File: src/rtl/l1d_refill_ctrl_pkg.sv
// Shared types and constants for the L1 D-cache line refill controller.
package l1d_pkg;

  localparam int ADDR_W = 32;
  localparam int LINE_W = 512;
  localparam int OFF_W  = $clog2(LINE_W / 8);

  // Refill controller states; one miss is outstanding at a time.
  typedef enum logic [1:0] {
    IDLE = 2'd0,
    REQ  = 2'd1,
    WAIT = 2'd2,
    FILL = 2'd3
  } refill_state_e;

  // Clear the byte-offset bits so the address points at the start of its line.
  function automatic logic [ADDR_W-1:0] line_align(input logic [ADDR_W-1:0] addr);
    line_align = {addr[ADDR_W-1:OFF_W], {OFF_W{1'b0}}};
  endfunction

endpackage

File: src/rtl/l1d_refill_ctrl_sat_counter.sv
// Saturating up-counter used for the refill statistics.
module sat_counter #(
  parameter int W = 16
) (
  input  logic         i_clk,
  input  logic         i_rst,
  input  logic         i_inc,
  output logic [W-1:0] o_count
);

  logic [W-1:0] r_count;

  // Count increment requests, sticking at all-ones instead of wrapping.
  always_ff @(posedge i_clk) begin
    if (i_rst) begin
      r_count <= '0;
    end else if (i_inc && (r_count != {W{1'b1}})) begin
      r_count <= r_count + W'(1);
    end
  end

  assign o_count = r_count;

endmodule

File: src/rtl/l1d_refill_ctrl.sv
// L1 D-cache refill controller: accepts one miss, issues a single-cycle line
// request, waits for the line with timeout and bounded retry, and hands the
// line (or an error fill) back to the cache.
//
// Handshakes: a miss transfers on a rising edge where miss_valid && miss_ready;
// a fill transfers on a rising edge where fill_valid && fill_ready, and
// fill_valid/fill_addr/fill_data/fill_err stay stable until that edge.
// mem_req_valid is a one-cycle pulse with no ready (memory always accepts);
// mem_resp_valid is a one-cycle pulse that is only honoured in WAIT.
// Every output comes straight from a register.
import l1d_pkg::*;

module l1d_refill_ctrl #(
  parameter int ADDR_W  = l1d_pkg::ADDR_W,
  parameter int LINE_W  = l1d_pkg::LINE_W,
  parameter int TIMEOUT = 16,
  parameter int RETRIES = 1,
  parameter int CNT_W   = 16
) (
  input  logic              clk,
  input  logic              rst,
  input  logic              miss_valid,
  output logic              miss_ready,
  input  logic [ADDR_W-1:0] miss_addr,
  output logic              mem_req_valid,
  output logic [ADDR_W-1:0] mem_req_addr,
  input  logic              mem_resp_valid,
  input  logic [LINE_W-1:0] mem_resp_data,
  output logic              fill_valid,
  input  logic              fill_ready,
  output logic [ADDR_W-1:0] fill_addr,
  output logic [LINE_W-1:0] fill_data,
  output logic              fill_err,
  output logic              busy,
  output logic [CNT_W-1:0]  stat_miss,
  output logic [CNT_W-1:0]  stat_timeout,
  output logic [CNT_W-1:0]  stat_spurious,
  output logic [1:0]        dbg_state
);

  // Timer counts 0..TIMEOUT-1; retry counter counts 0..RETRIES.
  localparam int TMR_W = $clog2(TIMEOUT) + 1;
  localparam int RTY_W = $clog2(RETRIES + 1) + 1;

  refill_state_e     r_state;
  logic [ADDR_W-1:0] r_line_addr;
  logic [TMR_W-1:0]  r_timer;
  logic [RTY_W-1:0]  r_retry;

  logic              r_miss_ready;
  logic              r_mem_req_valid;
  logic [ADDR_W-1:0] r_mem_req_addr;
  logic              r_fill_valid;
  logic [ADDR_W-1:0] r_fill_addr;
  logic [LINE_W-1:0] r_fill_data;
  logic              r_fill_err;
  logic              r_busy;

  logic [ADDR_W-1:0] w_miss_line;
  logic              w_accept;
  logic              w_timer_done;
  logic              w_timeout;
  logic              w_can_retry;
  logic              w_spurious;

  assign w_miss_line  = line_align(miss_addr);
  assign w_accept     = (r_state == IDLE) && miss_valid;
  assign w_timer_done = (r_timer == TMR_W'(TIMEOUT - 1));
  // A response in the timeout cycle wins, so the timeout needs no response.
  assign w_timeout    = (r_state == WAIT) && !mem_resp_valid && w_timer_done;
  assign w_can_retry  = (r_retry < RTY_W'(RETRIES));
  // Any response outside WAIT is dropped and counted.
  assign w_spurious   = mem_resp_valid && (r_state != WAIT);

  // Refill sequencing; outputs are registered alongside the state change.
  always_ff @(posedge clk) begin
    if (rst) begin
      r_state         <= IDLE;
      r_line_addr     <= '0;
      r_timer         <= '0;
      r_retry         <= '0;
      r_miss_ready    <= 1'b1;
      r_mem_req_valid <= 1'b0;
      r_mem_req_addr  <= '0;
      r_fill_valid    <= 1'b0;
      r_fill_addr     <= '0;
      r_fill_data     <= '0;
      r_fill_err      <= 1'b0;
      r_busy          <= 1'b0;
    end else begin
      case (r_state)
        IDLE: begin
          if (w_accept) begin
            r_state         <= REQ;
            r_line_addr     <= w_miss_line;
            r_retry         <= '0;
            r_miss_ready    <= 1'b0;
            r_busy          <= 1'b1;
            r_mem_req_valid <= 1'b1;
            r_mem_req_addr  <= w_miss_line;
          end
        end

        REQ: begin
          // The request pulse lasts exactly this one cycle; the address
          // stays up through WAIT so memory may still look at it.
          r_state         <= WAIT;
          r_timer         <= '0;
          r_mem_req_valid <= 1'b0;
        end

        WAIT: begin
          r_timer <= r_timer + TMR_W'(1);
          if (mem_resp_valid) begin
            r_state        <= FILL;
            r_fill_data    <= mem_resp_data;
            r_fill_err     <= 1'b0;
            r_fill_valid   <= 1'b1;
            r_fill_addr    <= r_line_addr;
            r_mem_req_addr <= '0;
          end else if (w_timer_done) begin
            if (w_can_retry) begin
              r_state         <= REQ;
              r_retry         <= r_retry + RTY_W'(1);
              r_mem_req_valid <= 1'b1;
            end else begin
              r_state        <= FILL;
              r_fill_data    <= '0;
              r_fill_err     <= 1'b1;
              r_fill_valid   <= 1'b1;
              r_fill_addr    <= r_line_addr;
              r_mem_req_addr <= '0;
            end
          end
        end

        FILL: begin
          // No IDLE bypass: a new miss is accepted the cycle after the fill.
          if (fill_ready) begin
            r_state      <= IDLE;
            r_fill_valid <= 1'b0;
            r_fill_addr  <= '0;
            r_miss_ready <= 1'b1;
            r_busy       <= 1'b0;
          end
        end

        default: begin
          r_state <= IDLE;
        end
      endcase
    end
  end

  sat_counter #(.W(CNT_W)) u_stat_miss (
    .i_clk   (clk),
    .i_rst   (rst),
    .i_inc   (w_accept),
    .o_count (stat_miss)
  );

  sat_counter #(.W(CNT_W)) u_stat_timeout (
    .i_clk   (clk),
    .i_rst   (rst),
    .i_inc   (w_timeout),
    .o_count (stat_timeout)
  );

  sat_counter #(.W(CNT_W)) u_stat_spurious (
    .i_clk   (clk),
    .i_rst   (rst),
    .i_inc   (w_spurious),
    .o_count (stat_spurious)
  );

  assign miss_ready    = r_miss_ready;
  assign mem_req_valid = r_mem_req_valid;
  assign mem_req_addr  = r_mem_req_addr;
  assign fill_valid    = r_fill_valid;
  assign fill_addr     = r_fill_addr;
  assign fill_data     = r_fill_data;
  assign fill_err      = r_fill_err;
  assign busy          = r_busy;
  assign dbg_state     = r_state;

endmodule
File: config.mk
export PLATFORM = sky130hd
export DESIGN_NAME = l1d_refill_ctrl
export DESIGN_NICKNAME = d
export VERILOG_FILES = /design/src/rtl/l1d_refill_ctrl_pkg.sv /design/src/rtl/l1d_refill_ctrl_sat_counter.sv /design/src/rtl/l1d_refill_ctrl.sv
export SDC_FILE = /design/constraint.sdc
export NUM_CORES = 1
export LEC_CHECK = 0
export BUFFER_PORTS_ARGS = -buffer_cell sky130_fd_sc_hd__buf_4
export CORE_AREA = 2 2 464 466
export CTS_CLUSTER_SIZE = 20
export DETAILED_ROUTE_END_ITERATION = 7
export DIE_AREA = 0 0 466 468
export PLACE_DENSITY = 0.3
export SLEW_MARGIN = 20
export SYNTH_ARGS = -nofsm -noshare
export SYNTH_HDL_FRONTEND = slang
export SYNTH_SLANG_ARGS = --single-unit
File: constraint.sdc
create_clock -name clk -period 3 [get_ports clk]
set_input_delay 0.15 -clock clk [delete_from_list [all_inputs] [get_ports clk]]
set_output_delay 0.15 -clock clk [all_outputs]
set_load 0.01 [all_outputs]
==> results <==
- Yosys mapped the design onto between 60 and 70 distinct sky130hd cell types.
- The run finished with clean final reports.
- The number of clock buffers added by TritonCTS is 92.
- The largest net degree at the start of global routing is 148.
- The starting utilization of the core area is between 10% and 20%.
- The critical path in this run is classified as reg2reg.
- The via density per instance is 3.642.
- The area inside the core boundary is 213300 sq um.
- The smallest clock period supported by the final layout is computed as 2787 ps.
- After clock tree synthesis, the setup repair step added 0 buffers.
- The detailed router finished its first iteration with 1401 violations.
- The required time reported for the critical path endpoint is roughly 3700 ps.
- The all-layer global routing usage is roughly 14%.
- The endpoint identified for the worst register-to-register timing path is fill_data[474].
- The die is around 470 microns tall.
- In this run the remaining antenna-violating nets after routing total 0.
- The placed instances occupy a cell area of roughly 35000 sq um.
- The worst slew slack as a fraction of its limit is 24.33%.
- The final period utilization is 92.90%.
- The critical-path maximum fanout is 57.
- The total number of yosys warnings is 0.
- The number of cells on the worst hold path is 4.
- The number of fill cells in the layout is 23.57k.
- The clock network fraction of total power is 39.3%.
- The startpoint identified for the worst hold timing path is mem_resp_data[273].
- The share of total power in combinational logic is 25.3%.
- Once layout is done, the placed cells without fillers occupy 43870 sq um.
- The number of nets in the final layout is 4651.
- The synthesis-stage register bit count is 652.
- The via count of the first global-routing pass came to 25.04k.
- The register-to-register path setup slack is 210 ps.
- The die covers roughly 220000 sq um.
- The power dissipated by switching net loads is between 9 and 10 mW.
- The maximum clock rate is 0.3588 GHz.
- Cell internal power was estimated by the tool at ~19 mW.
- The synthesized netlist occupies a cell area of 23090 sq um.
- The sequential cell area fraction in the yosys report is between 50% and 60%.
- The slew of the pin with the lowest slew margin is between 1000 and 1500 ps.
- In this run the count of I/O pins placed on the die edge is 1180.
- In the synthesized netlist the async set-or-reset flop fraction comes to 0%.
- TritonCTS built the clock tree.
- The first-pass GRT wire length is 216400 microns.
- Measured on the finished design, the core utilization comes to 20.56%.
- The worst register-to-register path begins at r_timer[0].
- The first detailed-routing pass ran for 7 iterations.
- The top cell types in the final layout, fill and taps aside, are sky130_fd_sc_hd__buf_4, sky130_fd_sc_hd__dfxtp_1, sky130_fd_sc_hd__nor2_1, sky130_fd_sc_hd__dlygate4sd3_1, sky130_fd_sc_hd__a22oi_1.
- After floorplanning, the core was divided into 170 placement rows.
- For the worst setup path, the data arrival time is 3460 ps.
- The clock drives 652 sinks.
- The kind of start point of the critical path is a flop.
- After detailed routing, the average wire length per cell comes to approximately 23 microns.
- Global routing finished with a remaining overflow of 0.
- The worst hold path endpoint is fill_data[273].
- Relative to the synthesized area, the layout overhead comes to 89.98%.
- The buffer depth of the longest clock path is 3.
- The class of the tightest hold or removal check is in2reg.
- In this run the static leakage power is 18.09 nW.
- For this block, the routed nets add up to about 160000 microns of wire.
- The number of max-slew violations in the final report came to 0.
- The post-route clock skew is around 46 ps.
- The average cell area after synthesis is 9.534 sq um.
- The number of instances in the synthesized netlist is 2422.
- Clock-pin slew was measured on the worst setup and hold paths at 60 ps.
- In the routed design, unresolved DRC markers number 0.
- The wire-length estimate of the detail-placed layout is 127400 microns.
- The leading cell type in the layout, fill and taps excluded is sky130_fd_sc_hd__buf_4.
- The power density over the cells is around 650 nW/um^2.
- Setup repair after global routing left no endpoint under its margin.
- The clock latency of the later-clocked register in the worst-skew pair is between 700 and 800 ps.
- The number of enable flip-flop cells after synthesis is 0.
- The initial antenna violation count came to 110.
- The worst setup path is captured at a flop.
- The sum of negative setup slack is 0 ps.
- In this run the number of H-tree levels came out at 3.
- The cell sitting at the root of the clock tree is a sky130_fd_sc_hd__clkbuf_16.
- The horizontal die dimension is 466 microns.
- The final route contains 25.57k vias.
- The maximum VDD drop is around 0.39 mV.
- The quantity of I/O buffers inserted on ports is about 1.2k.
- The dominant register cell in the synthesized netlist is sky130_fd_sc_hd__dfxtp_1.
- In this run, flip-flops and latches consume about 35% of the power.
- In this run switching power makes up between 30% and 40% of total power.
- The worst register-to-register path has a depth of 10.
- Setup violations remaining at the end of the flow were counted as 0.
- At the end of routability-driven placement, the weighted congestion stood at 0.7792.
- The tool flagged a number of max-cap violations equal to 0.
- The count of final hold-check violations came to 0.
- The fraction of final layout cells sized beyond drive strength 1 is 33.22%.
==> worst max-delay path, cell delays in order (launching register included) <==
cell                            delay (ps)
sky130_fd_sc_hd__dfxtp_1               320
sky130_fd_sc_hd__ha_1                  220
sky130_fd_sc_hd__and3_1                190
sky130_fd_sc_hd__ha_2                  230
sky130_fd_sc_hd__and2b_1               230
sky130_fd_sc_hd__o21ai_4               200
sky130_fd_sc_hd__buf_12                220
sky130_fd_sc_hd__buf_16                280
sky130_fd_sc_hd__a22oi_1               110
sky130_fd_sc_hd__nor2_1                100
sky130_fd_sc_hd__dlygate4sd3_1         550
==> worst max-delay path by stage <==
stage | to | from | slack, ps | depth (start not counted)
after floorplan | u_stat_spurious.o_count[10] | dbg_state[0] | 870 | 7
after global placement | fill_data[263] | r_timer[0] | 410 | 9
after detailed placement | fill_data[250] | r_timer[0] | 430 | 9
after CTS | mem_req_addr[11] | dbg_state[0] | 80 | 8
after global routing | fill_data[57] | r_timer[0] | 70 | 10
final | fill_data[474] | r_timer[0] | 210 | 10
==> flip-flops by register name, indices dropped and copies added, names as in the netlist, 2 cells and up <==
name / flops
fill_data: 512
fill_addr: 26
mem_req_addr: 26
r_line_addr: 26
u_stat_miss.o_count: 16
u_stat_spurious.o_count: 16
u_stat_timeout.o_count: 16
r_timer: 5
dbg_state: 2
r_retry: 2
==> cells in the mapped netlist, types with 5 or more instances <==
master	instances	area share [%]
sky130_fd_sc_hd__and3_1	5	0.14
sky130_fd_sc_hd__or3_1	13	0.35
sky130_fd_sc_hd__mux2_2	6	0.29
sky130_fd_sc_hd__a22oi_1	538	17
sky130_fd_sc_hd__buf_1	6	0.098
sky130_fd_sc_hd__ha_1	10	0.54
sky130_fd_sc_hd__and4_1	6	0.23
sky130_fd_sc_hd__nor3_1	5	0.11
sky130_fd_sc_hd__dfxtp_1	652	57
sky130_fd_sc_hd__nor4_1	6	0.16
sky130_fd_sc_hd__nor2b_1	32	0.87
sky130_fd_sc_hd__nand2_1	74	1.2
sky130_fd_sc_hd__or4_1	12	0.39
sky130_fd_sc_hd__o31ai_1	12	0.39
sky130_fd_sc_hd__buf_2	107	2.3
sky130_fd_sc_hd__o21ai_0	18	0.39
sky130_fd_sc_hd__a211oi_1	6	0.20
sky130_fd_sc_hd__nand2b_1	6	0.16
sky130_fd_sc_hd__mux2i_1	29	1.3
sky130_fd_sc_hd__nand4_1	15	0.41
sky130_fd_sc_hd__inv_1	17	0.28
sky130_fd_sc_hd__buf_4	15	0.49
sky130_fd_sc_hd__nor2_1	592	9.6
sky130_fd_sc_hd__a21oi_1	65	1.4
sky130_fd_sc_hd__clkbuf_1	92	1.5
sky130_fd_sc_hd__nand3_1	14	0.30
==> metal layers <==
layer  GRT usage, %  share of wire [%]  vias to the layer above
li1               -                  -                    12036
met1          16.43                 40                    12132
met2          24.07                 48                     1060
met3          6.028                9.8                      293
met4          3.414                2.2                       44
met5              0               0.17                        -
==> cell families (layout without fill, tap and decap cells) <==
group / after synthesis / count (layout) / synth area share, %
buf+inv: 239 / 1966 / 4.774
other cells: 1 / 34 / 0.01624
compound gates: 674 / 674 / 21.24
flops: 652 / 652 / 56.53
mux: 35 / 35 / 1.550
fa+ha+maj: 10 / 10 / 0.5419
simple gates: 811 / 811 / 15.35
==> metrics by stage <==
stage | power (mW) | hold slack (ps) | setup slack (ps) | cells
finish | 28.58 | 214.9 | 213.1 | 7020
global route | 30.10 | 183.1 | 68.46 | 7009
CTS | 29.26 | 98.17 | 81.95 | 6997
detailed placement | 16.87 | 404.3 | 427.3 | 6260
global placement | 16.88 | 397.3 | 414.8 | 6260
floorplan | 13.28 | 286.0 | 867.7 | 2433
==> power by group through the flow <==
stage	Clock (mW)	Sequential, mW	Combinational [mW]
2_1_floorplan	0	10.5	2.77
3_3_place_gp	0	10.3	6.60
3_5_place_dp	0	10.3	6.59
4_1_cts	11.8	10.1	7.38
5_1_grt	12.0	10.2	7.87
6_report	11.2	10.1	7.22
==> cell type report <==
| type | instances | area (sq um) | area share [%] |
|---|---|---|---|
| multi-input cells | 1542 | 8991 | 20.50 |
| well taps | 2838 | 3551 | 8.095 |
| flip-flops and latches | 652 | 13050 | 29.75 |
| inverters | 17 | 63.81 | 0.1455 |
| clock buffers | 131 | 2620 | 5.973 |
| repair buffers | 1787 | 15130 | 34.50 |
| clock inverters | 31 | 401.6 | 0.9156 |
| diodes | 22 | 55.05 | 0.1255 |
==> repair_timing <==
action / 4_1_cts / 5_1_grt
endpoints found under the hold margin: 575 / 0
resized for setup: 0 / 4
hold buffers: 575 / 0
setup endpoints to repair: 0 / 15
Power figures use the tool's default switching activity.
